### config.mk
export PLATFORM = sky130hd
export DESIGN_NAME = flash_cmd_seq_ctrl
export DESIGN_NICKNAME = d
export VERILOG_FILES = /design/src/rtl/flash_cmd_seq_ctrl.sv
export SDC_FILE = /design/constraint.sdc
export NUM_CORES = 1
export LEC_CHECK = 0
export CAP_MARGIN = 20
export CORE_MARGIN = 1.5
export CORE_UTILIZATION = 55
export CTS_CLUSTER_SIZE = 20
export DETAILED_ROUTE_END_ITERATION = 7
export GPL_TIMING_DRIVEN = 0
export PLACE_DENSITY = 0.83
export SYNTH_ARGS = -nofsm -noshare
export SYNTH_HDL_FRONTEND = slang
export SYNTH_SLANG_ARGS = --single-unit
### constraint.sdc
create_clock -name m2 -period 6.6 [get_ports m2]
set_clock_uncertainty 0.05 [all_clocks]
set_input_delay 1.98 -clock m2 [delete_from_list [all_inputs] [get_ports m2]]
set_output_delay 1.98 -clock m2 [all_outputs]
set_load 0.1 [all_outputs]
### src/rtl/flash_cmd_seq_ctrl.sv
// JEDEC command-sequence gate for the PRG flash write enable: it tracks the unlock/command
// sequence, times program/erase operations in M2 cycles and reports busy/op/autoselect status.
module flash_cmd_seq_ctrl #(
    parameter logic [10:0] UNLOCK_A1     = 11'h555,
    parameter logic [10:0] UNLOCK_A2     = 11'h2AA,
    parameter int          CNT_W         = 22,
    parameter int          PROG_CYCLES   = 64,
    parameter int          SECTOR_CYCLES = 1800000,
    parameter int          CHIP_CYCLES   = 4194303
) (
    input  logic        m2,
    input  logic        rst_n,
    input  logic        prg_write_enabled,
    input  logic        wr_strobe,
    input  logic [10:0] flash_addr,
    input  logic [7:0]  wr_data,
    input  logic        err_clr,
    output logic        flash_we_allow,
    output logic        busy,
    output logic [1:0]  op,
    output logic        autoselect,
    output logic        done,
    output logic        seq_error,
    output logic [3:0]  dbg_state
);

    typedef enum logic [3:0] {
        S_IDLE    = 4'd0,
        S_U1      = 4'd1,
        S_U2      = 4'd2,
        S_PARM    = 4'd3,
        S_E0      = 4'd4,
        S_E1      = 4'd5,
        S_E2      = 4'd6,
        S_AUTOSEL = 4'd7,
        S_BUSY    = 4'd8
    } state_t;

    localparam logic [CNT_W-1:0] PROG_LOAD   = CNT_W'(PROG_CYCLES - 1);
    localparam logic [CNT_W-1:0] SECTOR_LOAD = CNT_W'(SECTOR_CYCLES - 1);
    localparam logic [CNT_W-1:0] CHIP_LOAD   = CNT_W'(CHIP_CYCLES - 1);

    state_t           r_state;
    logic [CNT_W-1:0] r_cnt;
    logic             r_busy;
    logic [1:0]       r_op;
    logic             r_autosel;
    logic             r_done;
    logic             r_seq_error;

    logic w_at_a1;
    logic w_at_a2;
    logic w_is_f0;
    logic w_match;
    logic w_err_set;

    assign w_at_a1 = (flash_addr == UNLOCK_A1);
    assign w_at_a2 = (flash_addr == UNLOCK_A2);
    assign w_is_f0 = (wr_data == 8'hF0);

    // w_match: the write is the step the current state is waiting for.
    always_comb begin
        w_match = 1'b0;
        case (r_state)
            S_IDLE:  w_match = w_at_a1 & (wr_data == 8'hAA);
            S_U1:    w_match = w_at_a2 & (wr_data == 8'h55);
            S_U2:    w_match = w_at_a1 & ((wr_data == 8'hA0) | (wr_data == 8'h80) | (wr_data == 8'h90));
            S_PARM:  w_match = 1'b1;
            S_E0:    w_match = w_at_a1 & (wr_data == 8'hAA);
            S_E1:    w_match = w_at_a2 & (wr_data == 8'h55);
            S_E2:    w_match = (wr_data == 8'h30) | (w_at_a1 & (wr_data == 8'h10));
            default: w_match = 1'b0;
        endcase
    end

    assign flash_we_allow = prg_write_enabled & wr_strobe & (r_state != S_BUSY) & (w_match | w_is_f0);

    // Stray writes in IDLE are ordinary mapper register writes and never count as errors.
    assign w_err_set = wr_strobe & ((r_state == S_BUSY) |
                       (prg_write_enabled & (r_state != S_IDLE) & ~w_match & ~w_is_f0));

    always_ff @(posedge m2) begin
        if (!rst_n) begin
            r_state     <= S_IDLE;
            r_cnt       <= '0;
            r_busy      <= 1'b0;
            r_op        <= 2'b00;
            r_autosel   <= 1'b0;
            r_done      <= 1'b0;
            r_seq_error <= 1'b0;
        end else begin
            r_seq_error <= w_err_set | (r_seq_error & ~err_clr);
            r_done      <= 1'b0;
            if (r_state == S_BUSY) begin
                if (r_cnt == '0) begin
                    r_state <= S_IDLE;
                    r_busy  <= 1'b0;
                    r_op    <= 2'b00;
                    r_done  <= 1'b1;
                end else begin
                    r_cnt <= r_cnt - 1'b1;
                end
            end else if (!prg_write_enabled) begin
                r_state   <= S_IDLE;
                r_autosel <= 1'b0;
            end else if (wr_strobe) begin
                if (!w_match) begin
                    // AUTOSEL is left only by F0; everything else falls back to IDLE.
                    if ((r_state != S_AUTOSEL) || w_is_f0) begin
                        r_state   <= S_IDLE;
                        r_autosel <= 1'b0;
                    end
                end else begin
                    case (r_state)
                        S_IDLE: r_state <= S_U1;
                        S_U1:   r_state <= S_U2;
                        S_U2: begin
                            if (wr_data == 8'hA0) begin
                                r_state <= S_PARM;
                            end else if (wr_data == 8'h80) begin
                                r_state <= S_E0;
                            end else begin
                                r_state   <= S_AUTOSEL;
                                r_autosel <= 1'b1;
                            end
                        end
                        S_PARM: begin
                            r_state <= S_BUSY;
                            r_busy  <= 1'b1;
                            r_op    <= 2'b01;
                            r_cnt   <= PROG_LOAD;
                        end
                        S_E0:   r_state <= S_E1;
                        S_E1:   r_state <= S_E2;
                        S_E2: begin
                            r_state <= S_BUSY;
                            r_busy  <= 1'b1;
                            if (wr_data == 8'h30) begin
                                r_op  <= 2'b10;
                                r_cnt <= SECTOR_LOAD;
                            end else begin
                                r_op  <= 2'b11;
                                r_cnt <= CHIP_LOAD;
                            end
                        end
                        default: r_state <= S_IDLE;
                    endcase
                end
            end
        end
    end

    assign busy       = r_busy;
    assign op         = r_op;
    assign autoselect = r_autosel;
    assign done       = r_done;
    assign seq_error  = r_seq_error;
    assign dbg_state  = r_state;

endmodule

Word level (Yosys, flattened, before mapping)

Cells that the tools add are included.

Register bits after elaboration: 32
Word-level logic and storage cells: 114

Eq/ne operators: 28
Bitwise gates (word level): 22
Muxes and demuxes: 38
Reduce and logical (&&, ||, !) cells: 18
Add/sub/neg operators: 1

Operators with widths:

| kind                                                   | number |
|---|---|
| two-way mux 22 bit                                     | 6 |
| case mux 22 bit (2 select lines)                       | 1 |
| equality test 8 bit (second input constant)            | 5 |
| two-way mux 4 bit                                      | 6 |
| case mux 4 bit (6 select lines)                        | 1 |
| logical NOT 22 bit                                     | 1 |
| subtractor 22 x 1 -> 22 bit (second input constant)    | 1 |
| two-way mux 1 bit                                      | 15 |
| AND reduction 5 bit                                    | 3 |
| AND 1 bit                                              | 12 |
| equality test 4 x 3 -> 1 bit (second input constant)   | 3 |
| two-way mux 2 bit                                      | 6 |
| equality test 11 x 10 -> 1 bit (second input constant) | 1 |
| equality test 11 bit (second input constant)           | 1 |
| equality test 4 x 2 -> 1 bit (second input constant)   | 2 |
| equality test 8 x 5 -> 1 bit (second input constant)   | 1 |
| equality test 8 x 6 -> 1 bit (second input constant)   | 1 |
| equality test 8 x 7 -> 1 bit (second input constant)   | 1 |
| nonzero test 2 bit                                     | 4 |
| inequality test 3 x 1 -> 1 bit (second input constant) | 2 |
| inequality test 3 bit (second input constant)          | 2 |
| bitwise OR 1 bit                                       | 6 |
| AND reduction 6 bit                                    | 1 |
| OR reduction 2 bit                                     | 3 |
| 18 further kinds                                       | 22 |

Longest topological paths before layout

Word-level depth: 11
Gate-level depth with buffers: 9
Depth with buffers taken out: 8

Worst setup path before layout

No wires, ideal clock.

Path type: input port to output port
Start point: input flash_addr[1]
End point: output flash_we_allow
Path slack: -0.854 ns
Arrival time: 5.424 ns
Stages on the path: 6
Path buffers: 0
Cell sequence: or4b_1 > or4_1 > nand2_1 > a21oi_2 > nor2b_1 > nor3_1

Cells in the longest elaborated chain, start to end: 6

Ends and longest elaborated chain:

| element                             | line | source |
|---|---|---|
| from (decl)                         | 15   | `input logic [10:0] flash_addr,` |
| equality test 11 bit                | 57   | `assign w_at_a1 = (flash_addr == UNLOCK_A1);` |
| AND 1 bit                           | 71   | `S_E2: w_match = (wr_data == 8'h30) \| (w_at_a1 & (wr_data == 8'h10));` |
| bitwise OR 1 bit                    | 71   |  |
| case mux 1 bit (5 select lines) (*) | 64   | `case (r_state)` |
| bitwise OR 1 bit (*)                | 76   | `assign flash_we_allow = prg_write_enabled & wr_strobe & (r_state != S_BUSY) & (w_match \| w_is_f0);` |
| AND 1 bit (*)                       | 76   |  |
| to (decl)                           | 18   | `output logic flash_we_allow,` |

Every way passes the cells marked *; elsewhere a longest branch is shown, timed or not.

Worst setup path in the final report

Same ends and word-level chain as after synthesis.

==> results.ini <==
[finish]
num_antenna_cells=0
finalNetCount=320
final_cell_mix=33 x nand2_1, 33 x clkdlybuf4s50_1, 32 x dfxtp_1
areaGrowthSynthToFinish_pct=24.6
fill_cells=299
drive_above_1_share_pct=8.45
post-route-util_pct=72.1
stdcell_count=342
final_area_um2=2440

[critical_path]
worstPathArrival_ns=4.40
crit_path_max_incr_delay_ns=0.52
crit_chain=clkdlybuf4s50_1 -> or4b_1 -> or4_1 -> nand2_1 -> a21oi_2 -> nor2b_1 -> nor3_4 -> clkbuf_4
worstSetupPathType=in -> out
crit_path_top_delay_cell=or4_1
worstSetupEndpointType=output pin
cp-start-kind=input port
path_max_fanout=8
required_ns=4.57

[global_route]
grt_pass1_vias=1763
grt_pass1_wl_um=8110
antenna_found_initial=0
grt_use_total_pct=25.6
overflow=0
grt_start_max_net_pins=11

[sta]
tns_ns=0
fin_crit_sh_pct=97.4
whs_ns=0.429
tightestPinTransition_ns=0.986
rsz0062_at_grt=false
setup_violations=0
final-hold-violation-count=0
max_freq_mhz=155
slew_headroom_pct=34.1
post-route-min-period_ns=6.43
drv_slew=0

[pwr]
p_sw_share_pct=23.0
max-vdd-ir-drop_v=0.0000925
switchingPower_mw=0.0863
p_seq_share_pct=51.5
p_comb_share_pct=7.6
p_leak_nw=0.805
p_int_mw=0.288
p_clk_share_pct=40.8
cellPowerDensity_nw_per_um2=153

[floorplan]
die_w_um=62.7
core_um2=3390
dieArea_um2=3930
start_util_pct=57.8
fp.dieH_um=62.7
pin_count=35
rows=21

[route]
vias_per_cell=6.23
first_pass_iters=5
wire_per_inst_um=14.8
antenna_left=0
wl_um=5070
num_vias=2131
drc=0
drtIter0Drc=158

[placed_design]
place_area_um2=2370
place_congestion=0.897
place_hpwl_um=3720
placement.io_buffers=34
dp_cells=334

[cts]
cts-root-buf=clkbuf_4
cts_buffer_depth=2
numCtsBuffers=5
clk_latency_ns=0.35
cts_resized=5
htree_num_levels=2
cts_sinks=32
tritoncts=yes
postCtsSetupBuffers=0
clk_pin_slew_ns=0.11
ctsHoldBuffers=0

[logic_synthesis]
synth.avg_cell_area_um2=7.72
yosys_warnings=0
syn_inst=254
syn_area_um2=1960
seq_area_frac_synth_pct=32.7
ys_ff_latch=32
synthArstFlopShare_pct=0
synth_edf_count=0
syn_nets=279
synth_flop_cell=dfxtp_1
synth_cell_types=51

[status]
status=finished clean

[min_path]
hp-class=reg -> reg

[flow_run]
maxCapViolCount=0

## sequential cells by signal, indices dropped and copies added, names as in the netlist
signal / flops
op: 2
autoselect: 1
busy: 1
r_cnt: 22
seq_error: 1
dbg_state: 4
done: 1
## metal layers
layer | global-route usage, % | wire length, µm | vias up
met1 | 37.8 | 2390 | 968
met2 | 38.2 | 2200 | 106
li1 | - | - | 1051
met5 | 0 | 0 | -
met4 | 7.50 | 52 | 0
met3 | 4.32 | 420 | 6
## path summary, 6_finish.rpt
kind                            slack (ns)              to  cells after the start          start
worst min register to register        0.43           op[1]                      2          op[1]
worst max register to register        3.74    dbg_state[1]                      8       r_cnt[7]
worst min-delay path                  0.43           op[1]                      2          op[1]
worst max-delay path                  0.17  flash_we_allow                      8  flash_addr[1]
## power by group through the flow
stage | registers (mW) | logic [mW] | clock network [mW]
after CTS | 0.193 | 0.0285 | 0.154
after global placement | 0.197 | 0.0281 | 0
after floorplan | 0.197 | 0.00926 | 0
after global routing | 0.193 | 0.0311 | 0.160
final | 0.193 | 0.0286 | 0.153
after detailed placement | 0.197 | 0.0284 | 0
## area by class of cell
cell class	count	area [µm²]	area share, %
Buffer	13	65.1	2.66
Clock buffer	6	41.3	1.69
Clock inverter	2	35.0	1.43
Inverter	6	22.5	0.922
Multi-Input combinational cell	203	1240	50.9
Sequential cell	32	641	26.2
Tap cell	46	57.6	2.36
Timing Repair Buffer	34	338	13.8
## kinds of logic after synthesis
family / count (synthesis) / share of synthesized area (%)
AND/OR/NAND/NOR: 124 / 34.7
AO/OA/AOI/OAI: 73 / 25.3
flip-flops: 32 / 32.7
buffers and inverters: 19 / 4.47
XOR/XNOR: 5 / 2.23
adder cells (fa/ha/maj): 1 / 0.638
## cell usage after synthesis (4+ instances only)
master / instances / area, µm²
nand2_1: 33 / 124
dfxtp_1: 32 / 641
nor2_1: 23 / 86.3
a21oi_1: 16 / 80.1
o22ai_1: 15 / 93.8
nand3_1: 11 / 55.1
nor3_1: 11 / 55.1
o21ai_0: 10 / 50.1
clkbuf_1: 7 / 26.3
o31ai_1: 7 / 52.6
inv_1: 6 / 22.5
nor4_1: 6 / 37.5
a31oi_1: 5 / 31.3
nor2b_1: 5 / 31.3
or4_1: 5 / 37.5
nand4_1: 4 / 25.0
o22ai_2: 4 / 50.1
xor2_1: 4 / 35.0
## stage by stage
step	setup WS, ns	power, mW
after CTS	0.0682	0.375
after global routing	0.0722	0.384
after detailed placement	-0.636	0.226
final	0.169	0.375
after floorplan	0.386	0.207
after global placement	-0.635	0.226
## worst max-delay path, delay by kind of cell
kind                   cells  cell delay (ns)
AO/OA/AOI/OAI              1             0.13
buffers and inverters      2             0.76
AND/OR/NAND/NOR            5             1.53
Power figures use the tool's default switching activity.
